<file path="config.mk">
export PLATFORM = sky130hd
export DESIGN_NAME = ts4231_pulse_decoder
export DESIGN_NICKNAME = d
export VERILOG_FILES = /design/src/rtl/ts4231_pkg.sv /design/src/rtl/ts4231_input_sync.sv /design/src/rtl/ts4231_pulse_decoder.sv
export SDC_FILE = /design/constraint.sdc
export NUM_CORES = 1
export LEC_CHECK = 0
export CORE_MARGIN = 2
export CORE_UTILIZATION = 25
export DETAILED_ROUTE_END_ITERATION = 12
export PLACE_DENSITY_LB_ADDON = 0.12
export SLEW_MARGIN = 40
export SYNTH_ARGS = -nofsm -noshare
export SYNTH_HDL_FRONTEND = slang
export SYNTH_SLANG_ARGS = --single-unit
export TNS_END_PERCENT = 5
</file>
<file path="constraint.sdc">
create_clock -name clock -period 3.2 [get_ports clock]
set_input_delay 0.32 -clock clock [delete_from_list [all_inputs] [get_ports clock]]
set_output_delay 0.32 -clock clock [all_outputs]
set_load 0.02 [all_outputs]
</file>
<file path="src/rtl/ts4231_pkg.sv">
// ts4231_pkg: shared states, sync-code bit positions and ns-to-cycles helper for the TS4231 decoder.
// Rev 1.0
`default_nettype none

package ts4231_pkg;

  typedef enum logic [2:0] {
    IDLE      = 3'd0,
    WAIT_HIGH = 3'd1,
    ARMED     = 3'd2,
    IN_PULSE  = 3'd3,
    CLASSIFY  = 3'd4
  } state_t;

  localparam int unsigned AXIS = 0;
  localparam int unsigned DATA = 1;
  localparam int unsigned SKIP = 2;

  function automatic int unsigned ns_to_cycles(input longint unsigned ns,
                                               input longint unsigned freq_hz);
    return 32'((ns * freq_hz) / 64'd1_000_000_000);
  endfunction

endpackage

`default_nettype wire

</file>
<file path="src/rtl/ts4231_input_sync.sv">
// ts4231_input_sync: 2-FF synchronizer and edge detect on the E envelope; short-pulse
// filter present only when TS4231_GLITCH_FILTER_EN is defined. Rev 1.0
`default_nettype none

module ts4231_input_sync #(
  parameter int unsigned GLITCH_MIN = 10
) (
  input  logic clock,
  input  logic reset_n,
  input  logic e_in,
  output logic e_sync,
  output logic fall,
  output logic rise,
  output logic glitch
);

  // sh[1] is the synchronized level, sh[2] its previous value; idle level is high
  logic [2:0] sh;

  always_ff @(posedge clock or negedge reset_n) begin
    if (!reset_n) sh <= 3'b111;
    else          sh <= {sh[1:0], e_in};
  end

  assign e_sync = sh[1];
  assign fall   = sh[2] & ~sh[1];
  assign rise   = ~sh[2] & sh[1];

`ifdef TS4231_GLITCH_FILTER_EN
  localparam logic [15:0] GMIN = 16'(GLITCH_MIN);
  logic [15:0] lo_cnt;

  always_ff @(posedge clock or negedge reset_n) begin
    if (!reset_n)                        lo_cnt <= '0;
    else if (fall)                       lo_cnt <= 16'd1;
    else if (!sh[1] && lo_cnt != 16'hFFFF) lo_cnt <= lo_cnt + 16'd1;
  end

  assign glitch = rise && (lo_cnt < GMIN);
`else
  assign glitch = 1'b0;
`endif

endmodule

`default_nettype wire

</file>
<file path="src/rtl/ts4231_pulse_decoder.sv">
// ts4231_pulse_decoder: decodes the TS4231 E envelope into Lighthouse v1 sync/sweep strobes.
// Rev 1.0. Build option TS4231_GLITCH_FILTER_EN discards very short low pulses.
`default_nettype none

module ts4231_pulse_decoder
  import ts4231_pkg::*;
#(
  parameter int unsigned CLK_FREQ_HZ   = 50_000_000,
  parameter int unsigned TS_WIDTH      = 20,
  parameter int unsigned SYNC_BASE_NS  = 62500,
  parameter int unsigned SYNC_STEP_NS  = 10417,
  parameter int unsigned SWEEP_MAX_NS  = 30000,
  parameter int unsigned IDLE_NS       = 2000,
  parameter int unsigned GLITCH_MIN_NS = 200
) (
  input  logic                clock,
  input  logic                reset_n,
  input  logic                enable,
  input  logic                e_in,
  output logic                sync_valid,
  output logic [2:0]          sync_code,
  output logic                sweep_valid,
  output logic                sweep_axis,
  output logic [TS_WIDTH-1:0] sweep_time,
  output logic                pulse_error,
  output logic                busy
);

  localparam int unsigned BASE_CYC   = ns_to_cycles(64'(SYNC_BASE_NS), 64'(CLK_FREQ_HZ));
  localparam int unsigned STEP_CYC   = ns_to_cycles(64'(SYNC_STEP_NS), 64'(CLK_FREQ_HZ));
  localparam int unsigned SWMAX_CYC  = ns_to_cycles(64'(SWEEP_MAX_NS), 64'(CLK_FREQ_HZ));
  localparam int unsigned IDLE_CYC   = ns_to_cycles(64'(IDLE_NS), 64'(CLK_FREQ_HZ));
  localparam int unsigned GLITCH_CYC = ns_to_cycles(64'(GLITCH_MIN_NS), 64'(CLK_FREQ_HZ));

  localparam logic [15:0]         IDLE_LAST = 16'(IDLE_CYC - 1);
  localparam logic [15:0]         WIDTH_MAX = 16'hFFFF;
  localparam logic [TS_WIDTH-1:0] FRAME_MAX = '1;

  logic e_sync, fall, rise, glitch;

  ts4231_input_sync #(.GLITCH_MIN(GLITCH_CYC)) u_input_sync (
    .clock   (clock),
    .reset_n (reset_n),
    .e_in    (e_in),
    .e_sync  (e_sync),
    .fall    (fall),
    .rise    (rise),
    .glitch  (glitch)
  );

  state_t              state, state_nx;
  logic [15:0]         width_cnt, idle_cnt;
  logic [TS_WIDTH-1:0] frame_cnt, edge_ts;
  logic                ref_valid, ref_axis;
  logic                sync_valid_nx, sweep_valid_nx, error_nx, ref_commit;
  logic                is_sweep, is_sync;
  logic [2:0]          sync_k;
  logic [31:0]         w32;

  // Width classes are windows of +/- STEP/2 around each code's nominal width
  always_comb begin
    w32      = {16'd0, width_cnt};
    is_sweep = (w32 < SWMAX_CYC);
    is_sync  = 1'b0;
    sync_k   = 3'd0;
    for (int unsigned k = 0; k < 8; k++) begin
      if (w32 >= BASE_CYC + k * STEP_CYC - STEP_CYC / 2 &&
          w32 <  BASE_CYC + k * STEP_CYC + STEP_CYC / 2) begin
        is_sync = 1'b1;
        sync_k  = 3'(k);
      end
    end
  end

  always_comb begin
    state_nx       = state;
    sync_valid_nx  = 1'b0;
    sweep_valid_nx = 1'b0;
    error_nx       = 1'b0;
    ref_commit     = 1'b0;
    case (state)
      IDLE:      if (enable) state_nx = WAIT_HIGH;
      WAIT_HIGH: if (e_sync && idle_cnt == IDLE_LAST) state_nx = ARMED;
      ARMED:     if (fall) state_nx = IN_PULSE;
      IN_PULSE: begin
        if (rise) begin
          state_nx = CLASSIFY;
          if (glitch) begin
            state_nx = ARMED;
          end else if (is_sweep) begin
            if (ref_valid && edge_ts != FRAME_MAX) sweep_valid_nx = 1'b1;
            else                                   error_nx       = 1'b1;
          end else if (is_sync) begin
            sync_valid_nx = 1'b1;
            ref_commit    = ~sync_k[SKIP];
          end else begin
            error_nx = 1'b1;
          end
        end else if (width_cnt == WIDTH_MAX) begin
          error_nx = 1'b1;
          state_nx = WAIT_HIGH;
        end
      end
      CLASSIFY:  state_nx = ARMED;
      default:   state_nx = IDLE;
    endcase
    if (!enable) begin
      state_nx       = IDLE;
      sync_valid_nx  = 1'b0;
      sweep_valid_nx = 1'b0;
      error_nx       = 1'b0;
      ref_commit     = 1'b0;
    end
  end

  always_ff @(posedge clock or negedge reset_n) begin
    if (!reset_n) begin
      state       <= IDLE;
      sync_valid  <= 1'b0;
      sweep_valid <= 1'b0;
      pulse_error <= 1'b0;
      sync_code   <= 3'd0;
      sweep_axis  <= 1'b0;
      sweep_time  <= '0;
      width_cnt   <= '0;
      idle_cnt    <= '0;
      frame_cnt   <= '0;
      edge_ts     <= '0;
      ref_valid   <= 1'b0;
      ref_axis    <= 1'b0;
    end else begin
      state       <= state_nx;
      sync_valid  <= sync_valid_nx;
      sweep_valid <= sweep_valid_nx;
      pulse_error <= error_nx;

      if (!enable) begin
        sync_code  <= 3'd0;
        sweep_axis <= 1'b0;
        sweep_time <= '0;
      end else begin
        if (sync_valid_nx) sync_code <= sync_k;
        if (sweep_valid_nx) begin
          sweep_axis <= ref_axis;
          sweep_time <= edge_ts;
        end
      end

      if (state == ARMED && fall)                            width_cnt <= 16'd1;
      else if (state == IN_PULSE && width_cnt != WIDTH_MAX)  width_cnt <= width_cnt + 16'd1;

      if (state == WAIT_HIGH && e_sync) idle_cnt <= idle_cnt + 16'd1;
      else                              idle_cnt <= '0;

      if (state == ARMED && fall) edge_ts <= frame_cnt;

      // Rebase as if the counter had been cleared to 1 at the sync falling edge
      if (ref_commit)                  frame_cnt <= TS_WIDTH'(width_cnt) + TS_WIDTH'(1);
      else if (frame_cnt != FRAME_MAX) frame_cnt <= frame_cnt + TS_WIDTH'(1);

      if (!enable)                     ref_valid <= 1'b0;
      else if (ref_commit)             ref_valid <= 1'b1;
      else if (frame_cnt == FRAME_MAX) ref_valid <= 1'b0;

      if (ref_commit) ref_axis <= sync_k[AXIS];
    end
  end

  assign busy = (state == ARMED) || (state == IN_PULSE);

endmodule

`default_nettype wire
</file>
## Yosys cells after proc, flatten, opt, wreduce, memory -nomap -nowiden

Index checks and enable logic that the tools add are counted.

- Register bits: 107
- Input port bits: 4
- Output and inout bits: 28
- Word-level logic and storage cells: 131

- Add/sub/neg operators: 4
- Order comparisons: 17
- Equal/unequal tests: 16
- Multiplexer cells: 57
- Bitwise logic cells: 5
- Reductions and logical operators: 18

Operator list:

| cell | number |
|---|---|
| 16-bit by 13-bit < comparator with 1-bit output, second input constant | 6 |
| 16-bit by 13-bit >= comparator with 1-bit output, second input constant | 5 |
| 20-bit 2-to-1 mux | 4 |
| 16-bit by 12-bit >= comparator with 1-bit output, second input constant | 3 |
| 16-bit 2-to-1 mux | 3 |
| 20-bit inequality test, second input constant | 2 |
| 3-bit 2-to-1 mux | 13 |
| 1-bit 2-to-1 mux | 36 |
| 16-bit by 1-bit adder with 16-bit output, second input constant | 2 |
| 16-bit by 12-bit < comparator with 1-bit output, second input constant | 2 |
| 20-bit by 1-bit adder with 20-bit output, second input constant | 1 |
| 20-bit == test, second input constant | 1 |
| 16-bit by 1-bit adder with 17-bit output, second input constant | 1 |
| 16-bit == test, second input constant | 1 |
| 16-bit by 7-bit == test with 1-bit output, second input constant | 1 |
| 16-bit by 11-bit < comparator with 1-bit output, second input constant | 1 |
| 16-bit inequality test, second input constant | 1 |
| 3-bit one-hot mux with 5 select lines | 1 |
| 1-bit logical AND | 13 |
| 3-bit by 2-bit == test with 1-bit output, second input constant | 2 |
| 3-bit inequality test, second input constant | 2 |
| 2-bit by 1-bit inequality test with 1-bit output, second input constant | 2 |
| 4-bit inequality test, second input constant | 1 |
| 2-bit nonzero test | 2 |
| 8 further kinds | 11 |

## Logic depth before layout (Yosys ltp)

Gate-level depths: netlist of the first run.

- Depth after elaboration: 17
- Gate-level depth with buffers: 10
- Depth with buffers taken out: 9

## Cells and area by module

From an unflattened synthesis of the first run, not the netlist that was laid out.

- Cell total of the unflattened synthesis: 620
- Area, all modules: 5813.1 µm²

By module, submodules not included:

| module | instances | cells each | area an instance (µm²) | sequential area each (µm²) |
|---|---|---|---|---|
| ts4231_pulse_decoder | 1 | 613 | 5708.0 | 2602.5 |
| ts4231_input_sync | 1 | 7 | 105.1 | 78.8 |

## Worst setup path after synthesis of the first run

OpenSTA, ideal clock, no wires.

- Path type: flip-flop to flip-flop
- Start point: register width_cnt[0]
- End point: register frame_cnt[1]
- Setup time: 0.128 ns
- Arrival: 2.455 ns
- Data required time: 3.072 ns
- Setup slack: 0.618 ns
- Stages on the path, launching flop included: 10
- Cell sequence: dfrtp_1 -> inv_1 -> ha_1 -> nor3b_1 -> a21oi_1 -> o22a_1 -> and2_1 -> nor4_4 -> nor3b_4 -> mux2_1

- Longest elaborated chain between the ends: 16
- Elaborated cells between the ends (all ways): 47
- Those cells by class: 1 x add/sub; 17 x order compare; 19 x mux; 1 x bitwise; 9 x reduce/logical

Ends and longest elaborated chain:

| what | RTL line | source |
|---|---|---|
| start: declaration | ts4231_pulse_decoder.sv:52 | `logic [15:0] width_cnt, idle_cnt;` |
| start signal: assignment | ts4231_pulse_decoder.sv:150 | `else if (state == IN_PULSE && width_cnt != WIDTH_MAX) width_cnt <= width_cnt + 16'd1;` |
| 16-bit by 12-bit >= comparator with 1-bit output / 16-bit by 12-bit < comparator with 1-bit output (equally long branches) | ts4231_pulse_decoder.sv:67, ts4231_pulse_decoder.sv:68 |  |
| 1-bit logical AND | ts4231_pulse_decoder.sv:67 | `if (w32 >= BASE_CYC + k * STEP_CYC - STEP_CYC / 2 &&` |
| 1-bit 2-to-1 mux (8 in series) | ts4231_pulse_decoder.sv:67 |  |
| 1-bit 2-to-1 mux | ts4231_pulse_decoder.sv:93 | `end else if (is_sync) begin` |
| 1-bit 2-to-1 mux | ts4231_pulse_decoder.sv:90 | `end else if (is_sweep) begin` |
| 1-bit 2-to-1 mux | ts4231_pulse_decoder.sv:86 | `if (rise) begin` |
| 1-bit 2-to-1 mux | ts4231_pulse_decoder.sv:81 | `case (state)` |
| 1-bit 2-to-1 mux | ts4231_pulse_decoder.sv:107 | `if (!enable) begin` |
| 20-bit 2-to-1 mux / 2-bit nonzero test (equally long branches) | n/a |  |
| end signal: assignment | ts4231_pulse_decoder.sv:158 | `if (ref_commit) frame_cnt <= TS_WIDTH'(width_cnt) + TS_WIDTH'(1);` |
| end signal: assignment | ts4231_pulse_decoder.sv:159 | `else if (frame_cnt != FRAME_MAX) frame_cnt <= frame_cnt + TS_WIDTH'(1);` |
| end: declaration | ts4231_pulse_decoder.sv:53 | `logic [TS_WIDTH-1:0] frame_cnt, edge_ts;` |

Several ways; a longest one is shown, not always the timed one.
A chain may end at the register's enable or synchronous reset.

## Worst setup path after layout of the first run

Same ends and word-level chain as after synthesis.

==> summary.txt, run 1 <==
Outcome
  – Status: completed

Synth
  – Primary FF master, synth: dfrtp_1
  – Synth warn: 0
  – Synth Area in Compound Gates: 13.7%
  – Synth Area in Adders: 1.12%
  – Mux contribution to synthesized area: 7.28%
  – EDFF count, synth: 0
  – Synth Register Bits: 107
  – Mean area per synthesized cell: 9.96 sq um
  – Post-Synth Simple-Gate Area: 21.3%
  – Asr flop ratio synth: 100%
  – Post-Synth XOR/XNOR Area: 5.79%
  – Synthesized instance count: 562
  – Mapped Area: 5600 sq um
  – Sequential area share after synthesis: 47.9%
  – Count of cell types in the netlist: 61
  – Syn_nets: 571
  – Combinational family with the most area after synthesis: simple AND/OR/NAND/NOR gates

Clock network
  – Bufs on Longest Clock Path: 2
  – Clock Tree Root: clkbuf_16
  – H-tree depth: 3
  – Post-cts repair resize count: 0
  – Num Clock Sinks: 107
  – Clk slew on worst S/H paths: 0.07 ns
  – Worst skew pair latency: 0.36 ns
  – CTS tree: yes
  – CTS buffer count: 9

Worst hold path
  – Worst min path class: reg -> reg
  – Min-Delay Path Depth: 0

Floorplan
  – Die area: 23,600 sq um
  – Die Y: 154 microns
  – I/O pin count: 32
  – Die Span X: 154 microns
  – Row count: 54
  – Initial Utilization: 25.6%
  – Core area: 21,900 sq um

Cells and area
  – Post-Layout Cell Count: 894
  – Post-layout nets: 618
  – Commonest non-fill, non-tap cells in the layout: 104 x dfrtp_1, 62 x nor2_1, 41 x nand2_1
  – Synthesis-to-finish area growth: 20.9%
  – Commonest non-fill, non-tap cell in the layout: dfrtp_1
  – Ant diodes: 0
  – Fraction of layout instances using a drive strength above 1: 13.2%

Critical path
  – CP Max Fanout: 6
  – CP startpoint kind: register
  – Depth of the worst register-to-register path: 10
  – Worst path arrival time: 3.17 ns
  – Crit path capture type: register
  – Slowest stage delay, CP: 0.57 ns
  – Critical path's slowest cell: o311ai_0
  – Worst Path Required: 3.43 ns
  – Crit Path Class: reg -> reg
  – CP Cell Sequence: inv_1, ha_1, nand2b_1, a21boi_1, o311ai_0, o21ai_0, and4_1, nor3b_4, buf_12, mux2_1

Timing
  – Worst-Margin Slew: 0.655 ns
  – Final setup TNS: 0 ns
  – Tcrit/Tclk final: 92.0%
  – Clk_skew: 0.0122 ns
  – Min Clock Period, post-route: 2.94 ns
  – Relative slew slack: 55.9%
  – RSZ-0062 raised after global routing: no
  – Fin. Hold Viols: 0
  – Max Slew Vio Count: 0
  – Final setup violation count: 0
  – F_max: 340 MHz

Global route
  – M2 GR Usage: 21.2%
  – GRT busiest layer: met2
  – Vias in the first global route: 4,457
  – GRT met1 Usage: 17.9%
  – Tot GR Track Use: 13.1%
  – First-pass GRT wire length: 24,700 microns
  – Met3 usage: 2.54%
  – Grt total ovfl: 0
  – Initial antenna violation count: 0
  – Largest net degree at the start of global routing: 61

Power
  – Clock power frac: 34.4%
  – Combinational share of power: 17.2%
  – P_sw: 985 uW
  – Share of power burned in registers: 48.4%
  – Switching Fraction: 29.2%
  – Internal power: 2390 uW
  – Power per cell area: 499 nW/um^2
  – VDD IR-drop max: 0.000309 V
  – Lkg Pwr: 0.00264 uW

Route
  – DR iter-0 viols: 218
  – DR pass1 iterations: 5
  – Final ANT Viol Nets: 0
  – Vias: 4,411
  – Vias per inst: 4.93
  – DR WL/cell: 16.7 microns
  – Wirelength, routed: 14,900 microns
  – Drt drc: 0

Placement
  – Port Buffers: 31
  – Post-DP HPWL: 10,800 microns
  – Routability Congestion: 0.906
  – Placed insts: 876

Run
  – Max-cap check violation count: 0
[cell usage after synthesis, types with 3 or more instances]
| library cell | number | area, sq um |
|---|---|---|
| dfrtp_1 | 104 | 2600 |
| nor2_1 | 62 | 233 |
| nand2_1 | 41 | 154 |
| o21ai_0 | 31 | 155 |
| a22o_1 | 21 | 184 |
| mux2_2 | 21 | 236 |
| nand3_1 | 20 | 100 |
| xor2_1 | 19 | 166 |
| xnor2_1 | 18 | 158 |
| a21oi_1 | 17 | 85.1 |
| mux2i_1 | 16 | 160 |
| clkbuf_1 | 15 | 56.3 |
| nand4_1 | 13 | 81.3 |
| and3_1 | 12 | 75.1 |
| buf_2 | 12 | 60.1 |
| nor3_1 | 10 | 50.1 |
| nor4_1 | 10 | 62.6 |
| a31oi_1 | 8 | 50.1 |
| nand2b_1 | 8 | 50.1 |
| o31ai_1 | 8 | 60.1 |
| inv_1 | 7 | 26.3 |
| nor2b_1 | 7 | 43.8 |
| nor3b_1 | 7 | 52.6 |
| nand3b_1 | 6 | 45.0 |
| a211oi_1 | 5 | 37.5 |
| ha_1 | 5 | 62.6 |
| or3_1 | 5 | 31.3 |
| and2_1 | 4 | 25.0 |
| o21ai_1 | 4 | 20.0 |
| dfstp_2 | 3 | 78.8 |
| or4_1 | 3 | 22.5 |
[worst paths after layout]
path                                                endpoint  slack [ns]                    startpoint
worst max-delay path                frame_cnt[1]$_DFFE_PN0P_        0.26      width_cnt[0]$_DFFE_PN0P_
worst min-delay path            u_input_sync.sh[1]$_DFF_PN1_        0.36  u_input_sync.sh[0]$_DFF_PN1_
worst max register to register      frame_cnt[1]$_DFFE_PN0P_        0.26      width_cnt[0]$_DFFE_PN0P_
worst min register to register  u_input_sync.sh[1]$_DFF_PN1_        0.36  u_input_sync.sh[0]$_DFF_PN1_
max in group asynchronous       u_input_sync.sh[1]$_DFF_PN1_        1.87                       reset_n
min in group asynchronous         sweep_time[18]$_DFFE_PN0P_        0.52                       reset_n
[logic make-up after synthesis]
| kind of cell | after synthesis |
|---|---|
| compound gates | 115 |
| xor+xnor | 37 |
| fa+ha+maj | 5 |
| buf+inv | 36 |
| flops | 107 |
| mux | 38 |
| simple gates | 224 |
[timing repair]
action / 4_1_cts / 5_1_grt
buffers inserted: 0 / 1
setup endpoints to repair: 0 / 16
endpoints found under the hold margin: 1 / 0
hold buffers: 1 / 0
[worst max-delay path: cells and delay by family (launching register included)]
| kind | cells | cell delay, ns |
|---|---|---|
| AND/OR/NAND/NOR | 3 | 0.67 |
| adder cells (fa/ha/maj) | 1 | 0.23 |
| flip-flops | 1 | 0.43 |
| AO/OA/AOI/OAI | 3 | 0.91 |
| buffers and inverters | 2 | 0.26 |
| multiplexers | 1 | 0.31 |
[layout make-up]
cell class	count	area (sq um)
Inverter	7	26.3
Sequential cell	107	2680
Multi-Input combinational cell	419	2770
Clock inverter	6	76.3
Timing Repair Buffer	65	628
Fill cell	2264	15100
Clock buffer	10	239
Tap cell	280	350
[power groups by stage]
stage / combinational (uW) / clock (uW) / sequential [uW]
2_1_floorplan: 397 / 0 / 1610
3_3_place_gp: 575 / 0 / 1660
3_5_place_dp: 587 / 0 / 1660
4_1_cts: 589 / 1210 / 1640
5_1_grt: 642 / 1270 / 1660
6_report: 580 / 1160 / 1630
[per-layer routing]
layer	part of all wire, %	up-vias
met5	0	-
met2	47	105
met1	48	2168
met4	1.3	0
li1	-	2123
met3	4.0	15
[metrics by stage]
| step | hold WS [ns] | area, sq um | utilization, % | setup WS, ns | total power (uW) |
|---|---|---|---|---|---|
| 2_1_floorplan | 0.0244 | 5600 | - | 0.618 | 2010 |
| 3_3_place_gp | 0.348 | 6420 | 29.3 | 0.156 | 2230 |
| 3_5_place_dp | 0.347 | 6420 | 29.3 | 0.145 | 2250 |
| 4_1_cts | 0.361 | 6750 | 30.8 | 0.126 | 3440 |
| 5_1_grt | 0.368 | 6770 | 30.9 | 0.0374 | 3570 |
| 6_report | 0.359 | 6770 | 30.9 | 0.257 | 3380 |
[flip-flops by register name (all words and copies together) (netlist names), 3 cells and up]
signal,flops
edge_ts,20
frame_cnt,20
idle_cnt,16
state,3
sweep_time,20
sync_code,3
u_input_sync.sh,3
width_cnt,16
(Power assumes the default switching activity.)
==> inputs of run 2 (changes only) <==
--- a/config.mk
+++ b/config.mk
@@ -9,7 +9,7 @@
 export CORE_UTILIZATION = 25
 export DETAILED_ROUTE_END_ITERATION = 12
 export PLACE_DENSITY_LB_ADDON = 0.12
-export SLEW_MARGIN = 40
+export REMOVE_ABC_BUFFERS = 1
 export SYNTH_ARGS = -nofsm -noshare
 export SYNTH_HDL_FRONTEND = slang
 export SYNTH_SLANG_ARGS = --single-unit
==> run 2 against run 1 <==
Compared with the run above: clock skew fell by 0.0050 ns; maximum frequency hardly changed; die area unchanged; cell area down 1.6%; highest routed layer unchanged; clock power is 7% lower; power down 2.3%; largest cell class unchanged.
==> summary.txt, run 2 (synthesized netlist as in run 1, its figures left out) <==
Outcome
  – Status: completed

Route
  – Final ANT Viol Nets: 0 (unchanged)
  – DR iter-0 viols: 423 (+94%)
  – Vias per inst: 4.96 (+0.45%)
  – DR WL/cell: 16.1 microns (-3.2%)
  – Vias: 4,401 (-0.23%)
  – Wirelength, routed: 14,300 microns (-3.9%)
  – Drt drc: 0 (unchanged)
  – DR pass1 iterations: 4 (-1)

Critical path
  – FF-to-FF Start: width_cnt[1]$_DFFE_PN0P_
  – Worst Path Required: 3.46 ns (+0.03 ns)
  – Critical path's slowest cell: dfrtp_1
  – Crit. path cell count: 10 (unchanged)
  – Slowest stage delay, CP: 0.41 ns (-0.16 ns)
  – Worst path arrival time: 3.21 ns (+0.04 ns)
  – Crit path capture type: register
  – Crit Reg-Reg Endpoint: frame_cnt[4]$_DFFE_PN0P_
  – Crit path from: width_cnt[1]$_DFFE_PN0P_
  – WP buf/inv: 2 (unchanged)
  – CP Cell Sequence: inv_1, ha_1, or3b_1, nor4_1, a211oi_1, or2_1, and4_1, nor3b_4, buf_12, mux2i_1
  – Crit path to: frame_cnt[4]$_DFFE_PN0P_
  – Crit Path Class: reg -> reg
  – CP Max Fanout: 19 (+13)
  – R2r setup slk: 0.26 ns (about the same)
  – Depth of the worst register-to-register path: 10 (unchanged)
  – Crit path max-delay family: simple AND/OR/NAND/NOR gates
  – CP startpoint kind: register

Floorplan
  – Row count: 54 (unchanged)
  – Initial Utilization: 25.6% (unchanged)
  – Die Span X: 154 microns (unchanged)
  – I/O pin count: 32 (unchanged)
  – Die area: 23,600 sq um (unchanged)
  – Die Y: 154 microns (unchanged)
  – Core area: 21,900 sq um (unchanged)

Timing
  – Max Slew Vio Count: 0 (unchanged)
  – RSZ-0062 raised after global routing: no
  – Worst-Margin Slew: 0.569 ns (-0.0856 ns)
  – F_max: 340 MHz (about the same)
  – Final setup violation count: 0 (unchanged)
  – Tcrit/Tclk final: 92.0% (about the same)
  – Fin. Hold Viols: 0 (unchanged)
  – Relative slew slack: 61.8% (+5.8 points)
  – Clk_skew: 0.00715 ns (-0.00502 ns)
  – Min Clock Period, post-route: 2.94 ns (+0.000265 ns)

Clock network
  – Clock Tree Root: clkbuf_16
  – Clk slew on worst S/H paths: 0.08 ns (about the same)
  – Num Clock Sinks: 107 (unchanged)
  – CTS buffer count: 9 (unchanged)
  – Bufs on Longest Clock Path: 2 (unchanged)
  – CTS tree: yes
  – H-tree depth: 3 (unchanged)
  – Worst skew pair latency: 0.35 ns (about the same)

Cells and area
  – Commonest non-fill, non-tap cells in the layout: 104 x dfrtp_1, 62 x nor2_1, 41 x nand2_1
  – Fin area: 6660 sq um (-1.6%)
  – Ant diodes: 0 (unchanged)
  – Commonest non-fill, non-tap cell in the layout: dfrtp_1
  – Post-layout nets: 612 (-0.97%)
  – Synthesis-to-finish area growth: 18.9%
  – Fraction of layout instances using a drive strength above 1: 12.2% (-1.0 points)
  – Layout Utilization: 30.4% (-0.51 points)
  – Top Registers: edge_ts (20), frame_cnt (20), sweep_time (20)
  – Post-Layout Cell Count: 888 (-0.67%)

Global route
  – Tot GR Track Use: 12.6% (-0.45 points)
  – Initial antenna violation count: 0 (unchanged)
  – First-pass GRT wire length: 23,900 microns (-3.0%)
  – Vias in the first global route: 4,333 (-2.8%)
  – Largest net degree at the start of global routing: 57 (-6.6%)
  – Grt total ovfl: 0 (unchanged)

Placement
  – Routability Congestion: 0.861 (-5.0%)
  – Placed insts: 871 (-0.57%)
  – Port Buffers: 31 (unchanged)
  – Post-DP HPWL: 10,500 microns (-3.0%)
  – Post-DP Area: 6350 sq um (-1.1%)

Worst hold path
  – Worst min path class: reg -> reg

Power
  – VDD IR-drop max: 0.000259 V (-16%)
  – Lkg Pwr: 0.00259 uW (-2.0%)
  – Power per cell area: 495 nW/um^2 (-0.70%)

Run
  – Max-cap check violation count: 0 (unchanged)
-- run 2: cell types whose count changed in the layout (fill, tap and decap cells not counted), sizes merged --
| cell | change |
|---|---|
| buf | -6 |
| bufinv | -1 |
| clkinv | -2 |
| clkinvlp | +1 |
| inv | +2 |
-- run 2: metal layers --
layer | part of all wire (%) | track usage (%) | wire length [microns] | vias to the layer above
li1 | - | - | - | 2121
met1 | 49 | 18.0 | 7060 | 2190
met2 | 46 | 19.6 | 6560 | 79
met3 | 3.7 | 2.45 | 523 | 11
met4 | 1.2 | 3.67 | 174 | 0
met5 | 0 | 0 | 0 | -
-- run 2: stage by stage --
step                      total power, uW  TNS (ns)  hold WS, ns  setup slack (ns)
after CTS                            3350         0        0.352             0.113
after global routing                 3500         0        0.364            0.0104
final                                3300         0        0.363             0.257
after floorplan                      1990     -5.11       0.0244            -0.408
after detailed placement             2240         0        0.252             0.157
after global placement               2230         0        0.245             0.324
-- run 2: worst register-to-register path, stage by stage, from the launching register on --
cell and delay [ns]:
dfrtp_1 0.41, inv_1 0.11, ha_1 0.22, or3b_1 0.40
nor4_1 0.24, a211oi_1 0.16, or2_1 0.25, and4_1 0.26
nor3b_4 0.34, buf_12 0.23, mux2i_1 0.23
-- run 2: worst min-delay path by stage --
stage                                  from                           end  slack, ns  cells past startpoint
4_1_cts                                e_in  u_input_sync.sh[0]$_DFF_PN1_       0.35                      1
3_5_place_dp                        reset_n    sweep_time[18]$_DFFE_PN0P_       0.25                      1
5_1_grt                                e_in  u_input_sync.sh[0]$_DFF_PN1_       0.36                      1
6_report       u_input_sync.sh[0]$_DFF_PN1_  u_input_sync.sh[1]$_DFF_PN1_       0.36                      0
2_1_floorplan                       reset_n        edge_ts[0]$_DFFE_PN0P_       0.02                      0
3_3_place_gp                        reset_n    sweep_time[18]$_DFFE_PN0P_       0.24                      1
-- run 2: what timing repair did --
item,4_1_cts,5_1_grt
hold buffers,1,0
endpoints found under the setup margin,0,12
resized for setup,0,1
buffers inserted,0,0
endpoints found under the hold margin,23,0
-- run 2: power breakdown --
group          total, uW  switching (uW)  internal [uW]
registers           1650             152           1500
logic                566             313            253
clock network       1080             526            558
-- run 2: layout make-up --
type | instances | area, sq um
clock inverters | 6 | 48.8
repair buffers | 59 | 546
fillers | 2296 | 15200
multi-input cells | 419 | 2770
inverters | 7 | 26.3
well taps | 280 | 350
clock buffers | 10 | 239
flip-flops and latches | 107 | 2680
==> inputs of run 3 (changes only) <==
--- a/config.mk
+++ b/config.mk
@@ -13,4 +13,4 @@
 export SYNTH_ARGS = -nofsm -noshare
 export SYNTH_HDL_FRONTEND = slang
 export SYNTH_SLANG_ARGS = --single-unit
-export TNS_END_PERCENT = 5
+export TNS_END_PERCENT = 100
==> results of run 3 <==
No change in the layout: final DEF, timing and power equal those of run 2.
